### src/rtl/seq_sched_pkg.sv
// Shared types for the bit-serial detector scheduler.
package seq_sched_pkg;

  typedef enum logic [1:0] {
    IDLE  = 2'd0,
    CLEAR = 2'd1,
    SHIFT = 2'd2,
    DONE  = 2'd3
  } state_t;

  localparam logic REQ0 = 1'b0;
  localparam logic REQ1 = 1'b1;

endpackage

### src/rtl/seq_detect_scheduler_if.sv
// Requester, detector and result signals of the detector scheduler.
interface seq_detect_scheduler_if #(
  parameter int WORD_W = 8,
  parameter int CNT_W  = $clog2(WORD_W + 1)
);
  logic              req0_valid;
  logic [WORD_W-1:0] req0_data;
  logic              req0_ready;
  logic              req1_valid;
  logic [WORD_W-1:0] req1_data;
  logic              req1_ready;
  logic              det_clr;
  logic              det_in;
  logic              det_step;
  logic              det_y;
  logic              res_valid;
  logic              res_id;
  logic [CNT_W-1:0]  res_count;
  logic              res_ready;

  // Scheduler side
  modport slave (
    input  req0_valid, req0_data, req1_valid, req1_data, det_y, res_ready,
    output req0_ready, req1_ready, det_clr, det_in, det_step,
           res_valid, res_id, res_count
  );

  // Requesters / detector / result consumer side
  modport master (
    output req0_valid, req0_data, req1_valid, req1_data, det_y, res_ready,
    input  req0_ready, req1_ready, det_clr, det_in, det_step,
           res_valid, res_id, res_count
  );
endinterface

### src/rtl/seq_bit_prescaler.sv
// Bit-period prescaler: o_tick marks the last clk cycle of each bit period.
module seq_bit_prescaler #(
  parameter int DIV = 4
) (
  input  logic clk,
  input  logic rst_n,
  input  logic i_clear,
  input  logic i_enable,
  output logic o_tick
);
  localparam int CW = (DIV > 1) ? $clog2(DIV) : 1;
  localparam logic [CW-1:0] LAST = CW'(DIV - 1);

  logic [CW-1:0] r_cnt;

  assign o_tick = i_enable && (r_cnt == LAST);

  // Count 0..DIV-1 while enabled, wrapping after the tick
  always_ff @(posedge clk or negedge rst_n) begin
    if (!rst_n) begin
      r_cnt <= '0;
    end else if (i_clear) begin
      r_cnt <= '0;
    end else if (i_enable) begin
      r_cnt <= (r_cnt == LAST) ? '0 : r_cnt + 1'b1;
    end
  end
endmodule

### src/rtl/seq_detect_scheduler.sv
// Shares one bit-serial sequence detector between two word requesters:
// round-robin grant, MSB-first serialization, per-word match count.
module seq_detect_scheduler
  import seq_sched_pkg::*;
#(
  parameter int WORD_W = 8,
  parameter int DIV    = 4,
  parameter int CNT_W  = $clog2(WORD_W + 1)
) (
  input logic                   clk,
  input logic                   reset_n,
  seq_detect_scheduler_if.slave bus
);
  localparam int IW = $clog2(WORD_W);

  state_t            r_state;
  logic [WORD_W-1:0] r_shreg;
  logic [IW-1:0]     r_bit_idx;
  logic [CNT_W-1:0]  r_count;
  logic              r_id;
  logic              r_last_grant;

  logic w_idle;
  logic w_gnt0;
  logic w_gnt1;
  logic w_shift;
  logic w_clear;
  logic w_tick;

  // reset_n gates the grant so no ready is seen while reset is held
  assign w_idle  = (r_state == IDLE) && reset_n;
  assign w_gnt0  = bus.req0_valid && (!bus.req1_valid || (r_last_grant == REQ1));
  assign w_gnt1  = bus.req1_valid && (!bus.req0_valid || (r_last_grant == REQ0));
  assign w_shift = (r_state == SHIFT);
  assign w_clear = (r_state == CLEAR);

  assign bus.req0_ready = w_idle && w_gnt0;
  assign bus.req1_ready = w_idle && w_gnt1;
  assign bus.det_clr    = w_clear;
  assign bus.det_in     = w_shift && r_shreg[WORD_W-1];
  assign bus.det_step   = w_tick;
  assign bus.res_valid  = (r_state == DONE);
  assign bus.res_id     = r_id;
  assign bus.res_count  = r_count;

  seq_bit_prescaler #(.DIV(DIV)) u_prescaler (
    .clk      (clk),
    .rst_n    (reset_n),
    .i_clear  (w_clear),
    .i_enable (w_shift),
    .o_tick   (w_tick)
  );

  // Control FSM with shift register, bit index and match counter
  always_ff @(posedge clk or negedge reset_n) begin
    if (!reset_n) begin
      r_state      <= IDLE;
      r_shreg      <= '0;
      r_bit_idx    <= '0;
      r_count      <= '0;
      r_id         <= REQ0;
      r_last_grant <= REQ1;
    end else begin
      case (r_state)
        IDLE: begin
          if (w_gnt0) begin
            r_shreg      <= bus.req0_data;
            r_id         <= REQ0;
            r_last_grant <= REQ0;
            r_state      <= CLEAR;
          end else if (w_gnt1) begin
            r_shreg      <= bus.req1_data;
            r_id         <= REQ1;
            r_last_grant <= REQ1;
            r_state      <= CLEAR;
          end
        end
        CLEAR: begin
          r_bit_idx <= IW'(WORD_W - 1);
          r_count   <= '0;
          r_state   <= SHIFT;
        end
        SHIFT: begin
          if (w_tick) begin
            r_count <= r_count + CNT_W'(bus.det_y);
            r_shreg <= {r_shreg[WORD_W-2:0], 1'b0};
            if (r_bit_idx == '0) begin
              r_state <= DONE;
            end else begin
              r_bit_idx <= r_bit_idx - 1'b1;
            end
          end
        end
        DONE: begin
          if (bus.res_ready) begin
            r_state <= IDLE;
          end
        end
        default: r_state <= IDLE;
      endcase
    end
  end
endmodule

### src/flat_wrapper.sv
// flat-port wrapper written by rule: the top's interface ports become plain ports
module seq_detect_scheduler_flat import seq_sched_pkg::*;
#(
  parameter int WORD_W = 8,
  parameter int DIV    = 4,
  parameter int CNT_W  = $clog2(WORD_W + 1)
)
  (clk, reset_n, bus_req0_valid, bus_req0_data, bus_req1_valid, bus_req1_data, bus_det_y, bus_res_ready, bus_req0_ready, bus_req1_ready, bus_det_clr, bus_det_in, bus_det_step, bus_res_valid, bus_res_id, bus_res_count);
  seq_detect_scheduler_if #(.WORD_W(WORD_W), .CNT_W(CNT_W)) bus_i ();
  input logic clk;
  input logic reset_n;
  input wire logic [$bits(bus_i.req0_valid)-1:0] bus_req0_valid;
  input wire logic [$bits(bus_i.req0_data)-1:0] bus_req0_data;
  input wire logic [$bits(bus_i.req1_valid)-1:0] bus_req1_valid;
  input wire logic [$bits(bus_i.req1_data)-1:0] bus_req1_data;
  input wire logic [$bits(bus_i.det_y)-1:0] bus_det_y;
  input wire logic [$bits(bus_i.res_ready)-1:0] bus_res_ready;
  output wire logic [$bits(bus_i.req0_ready)-1:0] bus_req0_ready;
  output wire logic [$bits(bus_i.req1_ready)-1:0] bus_req1_ready;
  output wire logic [$bits(bus_i.det_clr)-1:0] bus_det_clr;
  output wire logic [$bits(bus_i.det_in)-1:0] bus_det_in;
  output wire logic [$bits(bus_i.det_step)-1:0] bus_det_step;
  output wire logic [$bits(bus_i.res_valid)-1:0] bus_res_valid;
  output wire logic [$bits(bus_i.res_id)-1:0] bus_res_id;
  output wire logic [$bits(bus_i.res_count)-1:0] bus_res_count;
  assign bus_i.req0_valid = bus_req0_valid;
  assign bus_i.req0_data = bus_req0_data;
  assign bus_i.req1_valid = bus_req1_valid;
  assign bus_i.req1_data = bus_req1_data;
  assign bus_i.det_y = bus_det_y;
  assign bus_i.res_ready = bus_res_ready;
  assign bus_req0_ready = bus_i.req0_ready;
  assign bus_req1_ready = bus_i.req1_ready;
  assign bus_det_clr = bus_i.det_clr;
  assign bus_det_in = bus_i.det_in;
  assign bus_det_step = bus_i.det_step;
  assign bus_res_valid = bus_i.res_valid;
  assign bus_res_id = bus_i.res_id;
  assign bus_res_count = bus_i.res_count;
  seq_detect_scheduler #(.WORD_W(WORD_W), .DIV(DIV), .CNT_W(CNT_W)) u_core (.clk(clk), .reset_n(reset_n), .bus(bus_i));
endmodule
### config.mk
export PLATFORM = sky130hd
export DESIGN_NAME = seq_detect_scheduler_flat
export DESIGN_NICKNAME = d
export VERILOG_FILES = /design/src/rtl/seq_sched_pkg.sv /design/src/rtl/seq_detect_scheduler_if.sv /design/src/rtl/seq_bit_prescaler.sv /design/src/rtl/seq_detect_scheduler.sv /design/src/flat_wrapper.sv
export SDC_FILE = /design/constraint.sdc
export NUM_CORES = 1
export LEC_CHECK = 0
export BUFFER_PORTS_ARGS = -buffer_cell sky130_fd_sc_hd__buf_2
export CORE_ASPECT_RATIO = 1.25
export CORE_UTILIZATION = 47
export DETAILED_ROUTE_END_ITERATION = 10
export PLACE_DENSITY = 0.84
export SYNTH_ARGS = -nofsm -noshare
export SYNTH_HDL_FRONTEND = slang
export SYNTH_SLANG_ARGS = --single-unit
### constraint.sdc
create_clock -name clk -period 1.3 [get_ports clk]
set_input_delay 0.13 -clock clk [delete_from_list [all_inputs] [get_ports clk]]
set_output_delay 0.13 -clock clk [all_outputs]
set_load 0.01 [all_outputs]
# After elaboration in Yosys (flattened, before gate mapping)
# Cells that the tools add are included.
[totals] ff_bits=21 output_inout_bits=11 inputBits=22
[op_classes] eq_ne=9 bitwise=1 reduce_logical=21 mux=20 addsub=3
[ops] op="8-bit two-way mux" count=3
[ops] op="2-bit two-way mux" count=8
[ops] op="8-bit case mux with 2 select lines" count=1
[ops] op="2-bit case mux with 4 select lines" count=1
[ops] op="4-bit case mux with 2 select lines" count=1
[ops] op="1-bit logical AND" count=7
[ops] op="2-bit == test (second input constant)" count=3
[ops] op="3-bit two-way mux" count=2
[ops] op="2-bit != test (second input constant)" count=3
[ops] op="3-bit case mux with 2 select lines" count=1
[ops] op="3-bit AND reduction" count=2
[ops] op="2-bit nonzero test" count=3
[ops] op="4-bit by 1-bit adder with 4-bit output" count=1
[ops] op="4-bit two-way mux" count=1
[ops] op="2-bit AND reduction" count=2
[ops] op="4-bit AND reduction" count=1
[ops] op="3-bit zero test" count=1
[ops] op="3-bit by 1-bit != test with 1-bit output (second input constant)" count=1
[ops] op="3-bit by 1-bit subtractor with 3-bit output (second input constant)" count=1
[ops] op="2-bit by 1-bit adder with 2-bit output (second input constant)" count=1
[ops] op="2-bit by 1-bit == test with 1-bit output (second input constant)" count=1
[ops] op="1-bit zero test" count=2
[ops] op="2-bit zero test" count=1
[ops] op="1-bit logical OR" count=2
[ops] op="3 further kinds" count=4

# Depth between registers and ports, before layout
[logic_depth] word_depth=6 depth_mapped=8 mapped_depth_nobuf=6

# Hierarchy
# From an unflattened synthesis, not the netlist that was laid out.
[unflattened] cells_unflattened=131 area_unflattened_um2=1260.0
[by_module_without_submodules] module="seq_detect_scheduler" instances=1 area_each_um2=1153.6 cells_each=122
[by_module_without_submodules] module="seq_bit_prescaler" instances=1 area_each_um2=106.4 cells_each=9

# Least setup slack after synthesis
# Ideal clock, no wire load.
[synth_timing] kind="register to register" startpoint="register u_core.r_state[0]" endpoint="register u_core.r_shreg[7]" arrival_time_ps=1410 setup_time_ps=92 t_required_ps=1208 stages_incl_launch_ff=8 slack_ps=-201 path_cell_list="dfrtp_1 -> inv_1 -> ha_1 -> buf_6 -> and2_4 -> o21bai_4 -> buf_6 -> o31ai_2"
[synth_via] elab_chain_cells=4 elab_cells_between_ends=8
[synth_lines] item="start, declared" line="seq_detect_scheduler.sv:16" text="state_t r_state;"
[synth_lines] item="start signal, assigned" line="seq_detect_scheduler.sv:57" text="r_state <= IDLE;"
[synth_lines] item="start signal, assigned" line="seq_detect_scheduler.sv:70" text="r_state <= CLEAR;"
[synth_lines] item="start signal, assigned" line="seq_detect_scheduler.sv:75" text="r_state <= CLEAR;"
[synth_lines] item="2-bit == test" line="seq_detect_scheduler.sv:34" text="assign w_shift = (r_state == SHIFT);"
[synth_lines] item="1-bit logical AND" line="seq_bit_prescaler.sv:16" text="assign o_tick = i_enable && (r_cnt == LAST);"
[synth_lines] item="net bus_det_step" line="flat_wrapper.sv:22" text="output wire logic [$bits(bus_i.det_step)-1:0] bus_det_step;"
[synth_lines] item="2-bit != test (no source line)"
[synth_lines] item="3-bit AND reduction (no source line)"
[synth_lines] item="end signal, assigned" line="seq_detect_scheduler.sv:67" text="r_shreg <= bus.req0_data;"
[synth_lines] item="end signal, assigned" line="seq_detect_scheduler.sv:72" text="r_shreg <= bus.req1_data;"
[synth_lines] item="end signal, assigned" line="seq_detect_scheduler.sv:86" text="r_shreg <= {r_shreg[WORD_W-2:0], 1'b0};"
[synth_lines] item="end, declared" line="seq_detect_scheduler.sv:17" text="logic [WORD_W-1:0] r_shreg;"
# The timed path passes the listed nets, and every way through them passes these cells.
# A chain may end at the register's enable or synchronous reset.

# Worst setup path after layout
[layout_timing] startpoint="register u_core.r_last_grant" endpoint="output port bus_req0_ready"
[layout_via] elab_chain_cells=3
[layout_lines] item="start, declared" line="seq_detect_scheduler.sv:21" text="logic r_last_grant;"
[layout_lines] item="start signal, assigned" line="seq_detect_scheduler.sv:62" text="r_last_grant <= REQ1;"
[layout_lines] item="start signal, assigned" line="seq_detect_scheduler.sv:69" text="r_last_grant <= REQ0;"
[layout_lines] item="start signal, assigned" line="seq_detect_scheduler.sv:74" text="r_last_grant <= REQ1;"
[layout_lines] item="1-bit logical OR" line="seq_detect_scheduler.sv:32" text="assign w_gnt0 = bus.req0_valid && (!bus.req1_valid || (r_last_grant == REQ1));"
[layout_lines] item="1-bit logical AND" line="seq_detect_scheduler.sv:32"
[layout_lines] item="1-bit logical AND" line="seq_detect_scheduler.sv:37" text="assign bus.req0_ready = w_idle && w_gnt0;"
[layout_lines] item="end, declared" line="flat_wrapper.sv:18" text="output wire logic [$bits(bus_i.req0_ready)-1:0] bus_req0_ready;"
# No other way between the ends.

==> results.cfg <==
[run_status]
status = finished, violations left
violations = setup timing

[route]
via_per_inst = 5.83
ant_nets = 0
routed_wl_um = 4540
vias = 1371
wl_per_cell_um = 19.3
drt-initial-drc-count = 48
dr.pass1.iters = 4
drcViolationCount = 0

[floorplan]
die_h_um = 61.5
fp.dieW_um = 49.6
core_area_mm2 = 0.00268
num_rows = 21
initial_core_util_pct = 49.6
io-pin-count = 33
die_area_mm2 = 0.00305

[place]
post-place-cells = 216
gp_congestion = 0.768
portBuffers = 32
place_ws_ps = -206
hpwlAfterDp_um = 2360

[synthesis]
ys.flop_type = dfrtp_1
synth.area.top_cells = dfrtp_1 (38%), ha_1 (9.4%), a31o_2 (5.3%)
yosys.area.top_type = dfrtp_1
post_synth_num_cell_types = 35
netlist_instances = 135
synth-edff-count = 0
ys_seq_area_share_pct = 39.6
netlist.area_leader.share_pct = 37.6
syn_nets = 167
yosys_warnings = 0
synth_area_mm2 = 0.00133
ys_ff_latch = 21
async_flop_share_pct = 100
syn_area_per_cell_um2 = 9.85

[layout]
multi_input_area_mm2 = 0.00105
layout.nets = 234
layout_common_cells = buf_2 (29), buf_4 (26), dfrtp_1 (19), buf_6 (11), a21oi_1 (9)
diodes = 0
fin_util_pct = 82.3
regArea_um2 = 528
fillCellCount = 147
fin_cells = 235
drive_gt1_share_pct = 64.2
final_common_cell = buf_2
areaGrowthSynthToFinish_pct = 65.8

[timing]
setup_ws_ps = -290
finalMaxSlewViolations = 0
max_freq_mhz = 629
layout_min_cycle_time_ps = 1590
hold_viol_final = 0
setup_viol = 20
rsz0062_at_grt = yes
fin_hold_ws_ps = 166
post-route-period-util_pct = 122
worst_slew_pin_slew_ps = 582
clock_skew_ps = 2.90
worst_slew_margin_rel_pct = 61.1

[setup_path]
worst_ep_required_time_ps = 1170
cp_num_buf_inv = 2
arrival_ps = 1460
cp_max_fo = 2
crit_path_cell_trace = nand2b_4, buf_4, and4_1, buf_2
cpLargestDelayFamily = flip-flops
cp_slowest_cell = dfstp_2
critPathLaunchType = flop
critical_path_class = reg -> out
slowest_delay_ps = 550
crit_path_end_kind = output pin

[clock_network]
path_clk_slew_ps = 130
clock-sinks = 21
ctsHtreeMaxLevel = 1
cts_tree = yes
cts_buffer_depth = 2
root_buffer = clkbuf_4
cts_made_buffers = 3
insertion_delay_ps = 310

[worst_hold_path]
hold_path_class = in -> reg

[global_route]
grt_first_pass_wirelength_um = 5460
track_usage_pct = 23.4
overflow = 0
antenna_found_initial = 0
grt_max_degree = 17
grt_pass1_vias = 1236

[pwr]
p_per_area_mw_per_mm2 = 2360
p_leak_nw = 1.03
ir_drop_v = 0.00134

[flow_run]
cap_violations = 0
[Yosys cell counts, drive strengths merged (3+ instances only)]
cell,n
nand2b,3
nor2,3
o31ai,9
inv,7
buf,6
a21oi,12
nor2b,7
dfrtp,20
a22o,4
nand2,15
nand3,3
a31o,8
o21ai,6
ha,10
[path summary, 6_finish.rpt]
kind	from	to	slack, ps	cells after the start
worst min-delay path	bus_req0_data[0]	u_core.r_shreg[0]	170	3
min in group asynchronous	reset_n	u_core.r_shreg[0]	400	2
worst max register to register	u_core.r_state[1]	u_core.r_shreg[6]	-280	6
max in group asynchronous	reset_n	u_core.r_state[1]	310	3
worst max-delay path	u_core.r_last_grant	bus_req0_ready	-290	4
worst min register to register	u_core.r_shreg[7]	u_core.r_shreg[7]	550	2
[per-stage QoR]
step	power (mW)	TNS, ps	instance area, um2
6_report	5.20	-3820	2200
5_1_grt	5.46	-4660	2200
4_1_cts	4.24	-3000	1940
3_5_place_dp	3.36	-1440	1720
3_3_place_gp	3.21	-758	1720
2_1_floorplan	2.62	-878	1400
[per-layer routing]
layer / global-route usage, % / vias to the layer above / share of wire [%]
met4: 5.71 / 0 / 4.6
met2: 46.7 / 50 / 53
li1: - / 617 / -
met1: 26.3 / 686 / 38
met3: 3.21 / 18 / 4.1
met5: 0 / - / 0
[worst register-to-register path, delay by kind of cell, from the launching register on]
family	cells	cell delay, ps
adders and majority gates	1	140
buffers and inverters	2	320
DFF	1	470
AOI/OAI and AO/OA	2	290
and+or+nand+nor	1	250
[state kept, by name, summed over array words and instances, names as in the netlist]
name and count:
u_core.r_bit_idx 3, u_core.bus.res_id 1, u_core.r_shreg 8, u_core.u_prescaler.r_cnt 2
u_core.r_last_grant 1, u_core.bus.res_count 4, u_core.r_state 2
[power by group]
part           internal [mW]  leakage, nW  switching (mW)
Clock                  0.115       0.0177           0.219
Sequential             0.916        0.253           0.241
Combinational           1.91        0.760            1.80
Total                   2.94         1.03            2.26
[what timing repair did]
item                                    CTS  global route
gates resized for setup                  27            40
cloned                                    0             1
hold buffers                              1             0
endpoints found under the setup margin   20            24
setup buffers                             5             8
hold endpoints to repair                 16             0
pin swaps                                 2            17
[cells by family after synthesis]
family                   after synthesis  share of synthesized area, %
XOR/XNOR                               2                          1.32
adder cells (fa/ha/maj)               10                          9.41
AND/OR/NAND/NOR                       39                          16.4
flip-flops                            21                          39.6
buffers and inverters                 15                          5.93
multiplexers                           3                          2.45
AO/OA/AOI/OAI                         45                          24.9
[area by class of cell]
type,instances,share of cell area (%)
Tap cell,34,1.93
Multi-Input combinational cell,99,47.4
Inverter,7,1.19
Clock buffer,3,1.02
Clock inverter,1,0.227
Sequential cell,21,24.0
Timing Repair Buffer,70,24.2
Note: power is estimated with default switching activity, not from simulation.
